[config.mk]
export PLATFORM = sky130hd
export DESIGN_NAME = cpu_run_ctrl
export DESIGN_NICKNAME = d
export VERILOG_FILES = /design/src/rtl/run_ctrl_pkg.sv /design/src/rtl/run_cycle_counter.sv /design/src/rtl/cpu_run_ctrl.sv
export SDC_FILE = /design/constraint.sdc
export NUM_CORES = 1
export LEC_CHECK = 0
export ABC_AREA = 1
export CAP_MARGIN = 25
export CORE_ASPECT_RATIO = 0.7
export CORE_UTILIZATION = 43
export CTS_BUF_LIST = sky130_fd_sc_hd__clkbuf_4
export DETAILED_ROUTE_END_ITERATION = 8
export PLACE_DENSITY = 0.88
export RECOVER_POWER = 50
export SLEW_MARGIN = 20
export SYNTH_ARGS = -nofsm -noshare
export SYNTH_HDL_FRONTEND = slang
export SYNTH_SLANG_ARGS = --single-unit
[constraint.sdc]
create_clock -name clk -period 4.33 [get_ports clk]
set_input_delay 0.6495 -clock clk [delete_from_list [all_inputs] [get_ports clk]]
set_output_delay 0.6495 -clock clk [all_outputs]
set_load 0.01 [all_outputs]
[src/rtl/run_ctrl_pkg.sv]
// Shared encodings for the sccomp run/step/halt controller:
// host commands, halt causes and the controller state.
package run_ctrl_pkg;

  localparam logic [1:0] CMD_RUN  = 2'b00;
  localparam logic [1:0] CMD_STEP = 2'b01;
  localparam logic [1:0] CMD_HALT = 2'b10;
  localparam logic [1:0] CMD_DUMP = 2'b11;

  localparam logic [1:0] CAUSE_NONE  = 2'b00;
  localparam logic [1:0] CAUSE_PC    = 2'b01;
  localparam logic [1:0] CAUSE_LIMIT = 2'b10;
  localparam logic [1:0] CAUSE_HOST  = 2'b11;

  typedef enum logic [1:0] {
    ST_IDLE = 2'b00,
    ST_RUN  = 2'b01,
    ST_STEP = 2'b10,
    ST_DUMP = 2'b11
  } run_state_e;

  // States in which the core may retire instructions.
  function automatic logic is_exec_state(input run_state_e st);
    return (st == ST_RUN) || (st == ST_STEP);
  endfunction

endpackage

[src/rtl/run_cycle_counter.sv]
// Saturating enabled-cycle counter with synchronous clear and a
// compare against the per-run cycle budget.
module run_cycle_counter #(
  parameter int CNT_W      = 16,
  parameter int MAX_CYCLES = 1000
) (
  input  logic             clk,
  input  logic             rstn,
  input  logic             clr,
  input  logic             en,
  output logic [CNT_W-1:0] cnt,
  output logic             at_limit
);

  localparam logic [CNT_W-1:0] LIMIT_VAL = CNT_W'(MAX_CYCLES);
  localparam logic [CNT_W-1:0] SAT_VAL   = {CNT_W{1'b1}};
  localparam logic [CNT_W-1:0] ONE_VAL   = CNT_W'(1);

  logic [CNT_W-1:0] cnt_r;

  // Count enabled cycles; clear has priority and the count never wraps.
  always_ff @(posedge clk or negedge rstn) begin
    if (!rstn) begin
      cnt_r <= {CNT_W{1'b0}};
    end else if (clr) begin
      cnt_r <= {CNT_W{1'b0}};
    end else if (en && (cnt_r != SAT_VAL)) begin
      cnt_r <= cnt_r + ONE_VAL;
    end else begin
      cnt_r <= cnt_r;
    end
  end

  assign cnt      = cnt_r;
  assign at_limit = (cnt_r == LIMIT_VAL);

endmodule

[src/rtl/cpu_run_ctrl.sv]
// Run/step/halt sequencer for sccomp: gates the core clock-enable and,
// while stopped, streams the register file out over a valid/ready port.
module cpu_run_ctrl
  import run_ctrl_pkg::*;
#(
  parameter logic [31:0] HALT_PC    = 32'hf0000100,
  parameter int          MAX_CYCLES = 1000,
  parameter int          CNT_W      = 16,
  parameter int          NREG       = 32
) (
  input  logic             clk,
  input  logic             rstn,
  input  logic             cmd_valid,
  output logic             cmd_ready,
  input  logic [1:0]       cmd,
  input  logic [31:0]      pc,
  output logic             cpu_en,
  output logic [4:0]       reg_sel,
  input  logic [31:0]      reg_data,
  output logic             dump_valid,
  input  logic             dump_ready,
  output logic [4:0]       dump_idx,
  output logic [31:0]      dump_data,
  output logic             halted,
  output logic [1:0]       halt_cause,
  output logic [CNT_W-1:0] cycle_cnt
);

  localparam logic [4:0] LAST_IDX = 5'(NREG - 1);

  run_state_e state_r;
  logic       halted_r;
  logic [1:0] cause_r;
  logic [4:0] idx_r;
  logic       dump_valid_r;

  logic       stop_pc_s;
  logic       stop_lim_s;
  logic       cmd_acc_s;
  logic       cnt_clr_s;
  logic       cpu_en_s;

  assign stop_pc_s = (pc == HALT_PC);
  assign cmd_ready = (state_r == ST_IDLE) || (state_r == ST_RUN);
  assign cmd_acc_s = cmd_valid && cmd_ready;
  assign cnt_clr_s = cmd_acc_s && (state_r == ST_IDLE) && (cmd == CMD_RUN);
  // Combinational so the instruction sitting at HALT_PC never retires.
  assign cpu_en_s  = is_exec_state(state_r) && !stop_pc_s && !stop_lim_s;
  assign cpu_en    = cpu_en_s;

  run_cycle_counter #(
    .CNT_W      (CNT_W),
    .MAX_CYCLES (MAX_CYCLES)
  ) u_cycle_counter (
    .clk      (clk),
    .rstn     (rstn),
    .clr      (cnt_clr_s),
    .en       (cpu_en_s),
    .cnt      (cycle_cnt),
    .at_limit (stop_lim_s)
  );

  // Controller FSM with registered status and dump-beat outputs.
  always_ff @(posedge clk or negedge rstn) begin
    if (!rstn) begin
      state_r      <= ST_IDLE;
      halted_r     <= 1'b0;
      cause_r      <= CAUSE_NONE;
      idx_r        <= 5'd0;
      dump_valid_r <= 1'b0;
    end else begin
      case (state_r)
        ST_IDLE: begin
          if (cmd_acc_s) begin
            case (cmd)
              CMD_RUN: begin
                halted_r <= 1'b0;
                cause_r  <= CAUSE_NONE;
                state_r  <= ST_RUN;
              end
              CMD_STEP: begin
                halted_r <= 1'b0;
                cause_r  <= CAUSE_NONE;
                state_r  <= ST_STEP;
              end
              CMD_DUMP: begin
                idx_r        <= 5'd0;
                dump_valid_r <= 1'b1;
                state_r      <= ST_DUMP;
              end
              default: begin
                state_r <= ST_IDLE;
              end
            endcase
          end else begin
            state_r <= ST_IDLE;
          end
        end
        ST_RUN: begin
          if (stop_pc_s) begin
            halted_r <= 1'b1;
            cause_r  <= CAUSE_PC;
            state_r  <= ST_IDLE;
          end else if (stop_lim_s) begin
            halted_r <= 1'b1;
            cause_r  <= CAUSE_LIMIT;
            state_r  <= ST_IDLE;
          end else if (cmd_acc_s && (cmd == CMD_HALT)) begin
            halted_r <= 1'b1;
            cause_r  <= CAUSE_HOST;
            state_r  <= ST_IDLE;
          end else begin
            state_r <= ST_RUN;
          end
        end
        ST_STEP: begin
          if (stop_pc_s) begin
            halted_r <= 1'b1;
            cause_r  <= CAUSE_PC;
          end else if (stop_lim_s) begin
            halted_r <= 1'b1;
            cause_r  <= CAUSE_LIMIT;
          end else begin
            halted_r <= halted_r;
          end
          state_r <= ST_IDLE;
        end
        ST_DUMP: begin
          if (dump_ready) begin
            if (idx_r == LAST_IDX) begin
              idx_r        <= 5'd0;
              dump_valid_r <= 1'b0;
              state_r      <= ST_IDLE;
            end else begin
              idx_r <= idx_r + 5'd1;
            end
          end else begin
            idx_r <= idx_r;
          end
        end
        default: begin
          state_r      <= ST_IDLE;
          dump_valid_r <= 1'b0;
          idx_r        <= 5'd0;
        end
      endcase
    end
  end

  assign reg_sel    = idx_r;
  assign dump_idx   = idx_r;
  assign dump_valid = dump_valid_r;
  assign halted     = halted_r;
  assign halt_cause = cause_r;

  // Forward the register-file read only while a beat is being offered.
  always_comb begin
    dump_data = 32'd0;
    if (dump_valid_r) begin
      dump_data = reg_data;
    end else begin
      dump_data = 32'd0;
    end
  end

endmodule

==> out/results.txt, run 1 <==
Worst R2R Path Depth = 9
Critical Path Sink Type = output port
PortBufs = 133
I/O pins = 134
sequential fraction of the synthesis area = 28.2%
die footprint = 0.00589 mm²
Worst Path Required = 3.68 ns
Clk pin slew, worst setup/hold paths = 0.15 ns
Synth Cell Area = 0.00240 mm²
synth top area cells = dfrtp_1, nand2_1, inv_1
Diodes inserted = 0
Final WS setup = 1.22 ns
root buf cell = clkbuf_4
drt first pass iters = 4
area leader, netlist = dfrtp_1
DR vias = 2,720
DP Area = 0.00375 mm²
# fillers = 444
RSZ-0062 raised after global routing = false
Placement Setup Slack = 1.28 ns
Placed Cells = 582
Synth-to-Final Area Change = 57.3%
die width = 91.3 µm
hold buffers post-CTS = 0
PD cells = 337 mW/mm²
Max-cap violations = 0
HPWL after DPL = 5880 µm
Clock Tree Buf Depth = 2
Final ANT Viol Nets = 0
Synth cell types = 27
WS Path Type = in2out
sequential cell area = 676 µm²
global-route wire length before repair = 11,500 µm
Fin Hold WS = 0.495 ns
core area = 0.00531 mm²
Placer Congestion = 0.922
finished layout cell area = 0.00377 mm²
commonest non-fill, non-tap cell in the layout = nand2_1
Synthesized Nets = 472
slew at the pin closest to its max-slew limit = 0.964 ns
status = finished, final reports clean
RR Endpoint = u_cycle_counter.cnt[2]
final setup vio count = 0
Synth Area per Inst = 6.17 µm²
drt initial violations = 212
Die Ht = 64.5 µm
post-route insts no fill = 586
Slew headroom = 35.8%
gr ovfl total = 0
Syn Inst Count = 389
Period minus WS final = 3.11 ns
initial antenna violation count = 0
setup TNS = 0 ns
global-route total usage across every layer = 24.0%
clock sinks = 27
DR vias/cell = 4.64
clock insertion delay at the later pin of the skew report = 0.34 ns
initial core utilization = 45.2%
r2r setup slk = 2.16 ns
Critical Path Start = pc[29]
Synth top area share = 28.2%
Hold WC Path Type = reg2reg
vias in the first global route = 2,422
H-Tree Level Count = 1
Final Hold Viols = 0
Row Count = 22
number of synthesized register bits = 27
area of the multi-input gates = 0.00132 mm²
TritonCTS Buffers = 3
drc violations = 0
fmax = 321 MHz
CTS tree = yes
CP endpoint = cpu_en
Ys Warns = 0
Startpoint Class = input port
highest-count cells in the layout ignoring fill and taps = nand2_1, clkdlybuf4s50_1, inv_1, nor2_1, nand3_1
post-CTS setup buffers = 0
clk_skew = 0.00815 ns
Tcrit/Tclk final = 71.9%
crit path DAT = 2.46 ns
largest net degree at the start of global routing = 35
final wirelength = 7200 µm
static leakage = 2.03 nW
FF-to-FF Start = state_r[0]
WL per Instance = 12.3 µm
Final Max Tran Viols = 0
layout cells sized above 1 = 2.33%
CP max FO = 6
CTS resizes = 0
Final #Nets = 598
Worst VDD drop = 0.000260 V
## logic make-up (layout without fill, tap and decap cells)
logic type | Yosys count | count (layout) | synth area share [%]
fa+ha+maj | 13 | 13 | 6.78
xor+xnor | 12 | 12 | 4.38
flops | 27 | 27 | 28.2
buf+inv | 98 | 223 | 16.7
simple gates | 220 | 220 | 39.7
compound gates | 19 | 19 | 4.27
## cell usage after synthesis
master,count
buf_4,6
and2_1,1
a22oi_1,1
nor2_4,1
o22ai_1,4
nor3b_1,1
nor3_1,7
dfrtp_1,27
buf_6,1
or2_2,1
and3_1,1
xor2_1,12
nand3_1,35
inv_1,84
nand2_4,1
nand2_1,114
ha_1,13
inv_2,1
o21ai_0,7
nand4_2,1
nand4_1,7
buf_2,2
clkbuf_1,4
nor2_1,47
a21oi_1,7
nand4_4,1
nand2_2,2
## state kept, by name, summed over array words and instances, names as in the netlist
name                 cells
halted                   1
state_r                  2
dump_idx                 5
dump_valid               1
u_cycle_counter.cnt     16
halt_cause               2
## critical path, stage by stage
cell and delay [ns]:
dlygate4sd3_1 0.52, nand2_1 0.06, nor2_1 0.09, nand3_1 0.08, nor2_1 0.18, nand2_1 0.20
and3_1 0.21, clkdlybuf4s50_1 0.48
## final cells by class
class                           count  share of cell area [%]
Timing Repair Buffer              134                    35.4
Clock inverter                      1                   0.232
Sequential cell                    27                    17.9
Clock buffer                        3                   0.597
Multi-Input combinational cell    264                    35.1
Tap cell                           72                    2.39
Inverter                           85                    8.45
## through the flow
stage / utilization [%] / power (mW)
CTS: 71.1 / 1.29
detailed placement: 70.5 / 1.17
global placement: 70.5 / 1.15
finish: 71.1 / 1.27
global route: 71.1 / 1.37
floorplan: - / 0.774
## worst min-delay path by stage
stage	start	to	slack (ns)	depth (start not counted)
2_1_floorplan	rstn	dump_idx[0]	0.35	0
3_3_place_gp	halted	halted	0.46	2
3_5_place_dp	halt_cause[1]	halt_cause[1]	0.47	2
4_1_cts	halt_cause[1]	halt_cause[1]	0.50	2
5_1_grt	halt_cause[1]	halt_cause[1]	0.54	2
6_report	halt_cause[1]	halt_cause[1]	0.50	2
## metal layers
layer / vias to the layer above / GRT usage [%] / part of all wire (%) / routed length [µm]
met1: 1200 / 33.7 / 46 / 3300
met3: 2 / 3.99 / 7.5 / 539
met2: 100 / 40.4 / 46 / 3340
li1: 1418 / - / - / -
met5: - / 0 / 0 / 0
met4: 0 / 1.98 / 0.26 / 19
## power by group
group	switching (mW)	internal [mW]	leakage [nW]	total [mW]
clock	0.0819	0.0378	0.0183	0.120
combinational	0.386	0.388	1.64	0.775
sequential	0.0859	0.291	0.366	0.377
total	0.554	0.717	2.03	1.27
(Power assumes the default switching activity.)
==> run 2, diff against run 1 <==
--- a/config.mk
+++ b/config.mk
@@ -8,10 +8,10 @@
 export ABC_AREA = 1
 export CAP_MARGIN = 25
 export CORE_ASPECT_RATIO = 0.7
-export CORE_UTILIZATION = 43
+export CORE_UTILIZATION = 36
 export CTS_BUF_LIST = sky130_fd_sc_hd__clkbuf_4
 export DETAILED_ROUTE_END_ITERATION = 8
-export PLACE_DENSITY = 0.88
+export PLACE_DENSITY = 0.79
 export RECOVER_POWER = 50
 export SLEW_MARGIN = 20
 export SYNTH_ARGS = -nofsm -noshare
==> constraint.sdc (replaced) <==
create_clock -name clk -period 2.6 [get_ports clk]
set_input_delay 0.39 -clock clk [delete_from_list [all_inputs] [get_ports clk]]
set_output_delay 0.39 -clock clk [all_outputs]
set_load 0.01 [all_outputs]
==> out/results.txt, run 2 (synthesis gave the netlist of run 1 again) <==
status = finished, final reports clean
Placer Congestion = 0.894 (-3.0%)
WL per Instance = 11.9 µm (-2.9%)
max FFs per register = 16 (unchanged)
global-route total usage across every layer = 20.6% (-3.4 points)
switch share = 43.5% (-0.12 points)
drt first pass iters = 5 (+1)
overall power = 2.17 mW (+71%)
Row Count = 24 (+9.1%)
I/O pins = 134 (unchanged)
root buf cell = clkbuf_4
most used routing layer = met2
hold buffers post-CTS = 0 (unchanged)
GR Util met3 = 3.50% (-0.49 points)
final setup vio count = 0 (unchanged)
setup TNS = 0 ns (unchanged)
crit-path cells = inv_1, ha_2, nand3_1, nor2_1, nand2_2, and3_1, clkdlybuf4s50_1
Slew headroom = 1.40% (-34 points)
die width = 99.6 µm (+9.1%)
commonest non-fill, non-tap cell in the layout = nand2_1
HPWL after DPL = 5810 µm (-1.2%)
CP delay by family, top = buffers and inverters
clock sinks = 27 (unchanged)
Comb pwr share = 63.9% (+3.0 points)
slew at the pin closest to its max-slew limit = 1.48 ns (+0.515 ns)
Final Max Tran Viols = 0 (unchanged)
clock insertion delay at the later pin of the skew report = 0.34 ns (about the same)
Clock Power Share = 9.2% (-0.2 points)
Synth-to-Final Area Change = 60.4%
static leakage = 2.07 nW (+1.9%)
Worst VDD drop = 0.000398 V (+53%)
Critical Path Sink Type = output port
vias in the first global route = 2,360 (-2.6%)
Period minus WS final = 2.49 ns
DR vias = 2,703 (-0.63%)
crit path DAT = 2.10 ns (-0.36 ns)
CTS tree = yes
TritonCTS Buffers = 3 (unchanged)
PD cells = 564 mW/mm² (+67%)
slowest stage delay, CP = 0.48 ns (-0.04 ns)
finished layout cell area = 0.00385 mm² (+2.0%)
highest-count cells in the layout ignoring fill and taps = nand2_1, clkdlybuf4s50_1, inv_1, nor2_1, nand3_1
clk_skew = 0.00737 ns (-0.000780 ns)
Tcrit/Tclk final = 95.9%
gr ovfl total = 0 (unchanged)
Die Ht = 70.3 µm (+9.0%)
Hold WC Path Type = reg2reg
WS Path Type = reg2out
Int Pwr = 1.23 mW (+71%)
Fin Hold WS = 0.506 ns (+0.0106 ns)
PortBufs = 133 (unchanged)
global-route wire length before repair = 11,700 µm (+1.2%)
Final #Nets = 604 (+1.0%)
largest net degree at the start of global routing = 28 (-20%)
Slowest-stage cell, CP = clkdlybuf4s50_1
met2 Usage GRT = 31.5% (-9.0 points)
initial antenna violation count = 0 (unchanged)
die footprint = 0.00700 mm² (+19%)
Diodes inserted = 0 (unchanged)
post-route insts no fill = 611 (+4.3%)
DR vias/cell = 4.42 (-4.7%)
Worst Path Required = 2.21 ns (-1.47 ns)
Clock Tree Buf Depth = 2 (unchanged)
layout cells sized above 1 = 4.04% (+1.7 points)
Seq pwr share = 26.9% (-2.8 points)
Switch Pwr = 0.943 mW (+70%)
Placed Cells = 604 (+3.8%)
drt initial violations = 111 (-48%)
Final ANT Viol Nets = 0 (unchanged)
fmax = 401 MHz
Buffers & Inverters on Critical Path = 2 (unchanged)
H-Tree Level Count = 1 (unchanged)
Max-cap violations = 0 (unchanged)
DP Area = 0.00379 mm² (+1.2%)
met1 Usage GRT = 31.0% (-2.8 points)
Clk pin slew, worst setup/hold paths = 0.16 ns (about the same)
CP max FO = 4 (-2)
drc violations = 0 (unchanged)
core area = 0.00634 mm² (+19%)
Final Hold Viols = 0 (unchanged)
initial core utilization = 37.9% (-7.3 points)
final wirelength = 7290 µm (+1.2%)
Startpoint Class = flop
-- run 2: metal layers --
metal  wire [µm]  vias up  part of all wire (%)
li1            -     1432                     -
met1        3650     1188                    50
met2        3180       81                    44
met3         422        2                   5.8
met4          27        0                  0.37
met5           0        -                     0
-- run 2: metrics by stage --
stage	utilization, %	setup WS [ns]
2_1_floorplan	-	0.958
3_3_place_gp	59.9	0.242
3_5_place_dp	59.9	0.232
4_1_cts	60.5	0.0751
5_1_grt	60.7	-0.00190
6_report	60.7	0.107
-- run 2: path summary, 6_finish.rpt --
| kind | cells past startpoint | slack, ns | start | end |
|---|---|---|---|---|
| max | 7 | 0.11 | u_cycle_counter.cnt[0] | cpu_en |
| min | 2 | 0.51 | halt_cause[1] | halt_cause[1] |
| max reg2reg | 9 | 0.63 | state_r[1] | u_cycle_counter.cnt[8] |
| min reg2reg | 2 | 0.51 | halt_cause[1] | halt_cause[1] |
| max in group asynchronous | 2 | 0.75 | rstn | u_cycle_counter.cnt[1] |
| min in group asynchronous | 2 | 0.90 | rstn | u_cycle_counter.cnt[9] |
-- run 2: final cells by class --
type / count / area [µm²]
Clock buffer: 3 / 22.5
Clock inverter: 1 / 7.51
Fill cell: 580 / 2490
Inverter: 85 / 319
Multi-Input combinational cell: 264 / 1330
Sequential cell: 27 / 677
Tap cell: 91 / 114
Timing Repair Buffer: 140 / 1380
-- run 2: power by group through the flow --
| stage | clock network [mW] | registers [mW] | logic (mW) |
|---|---|---|---|
| after global placement | 0 | 0.599 | 1.34 |
| after CTS | 0.209 | 0.587 | 1.38 |
| after floorplan | 0 | 0.586 | 0.704 |
| after detailed placement | 0 | 0.604 | 1.36 |
| after global routing | 0.222 | 0.599 | 1.53 |
| final | 0.200 | 0.584 | 1.39 |
-- run 2: worst register-to-register path, delay by kind of cell, from the launching register on --
family	cells	cell delay, ns
buf+inv	3	0.64
flops	1	0.45
simple gates	5	0.52
fa+ha+maj	1	0.26
-- run 2: what timing repair did --
| item | CTS | global route |
|---|---|---|
| setup buffers | 1 | 2 |
| setup endpoints to repair | 1 | 1 |
| hold endpoints to repair | 0 | 0 |
| pin swaps | 0 | 0 |
| gates resized for setup | 0 | 3 |
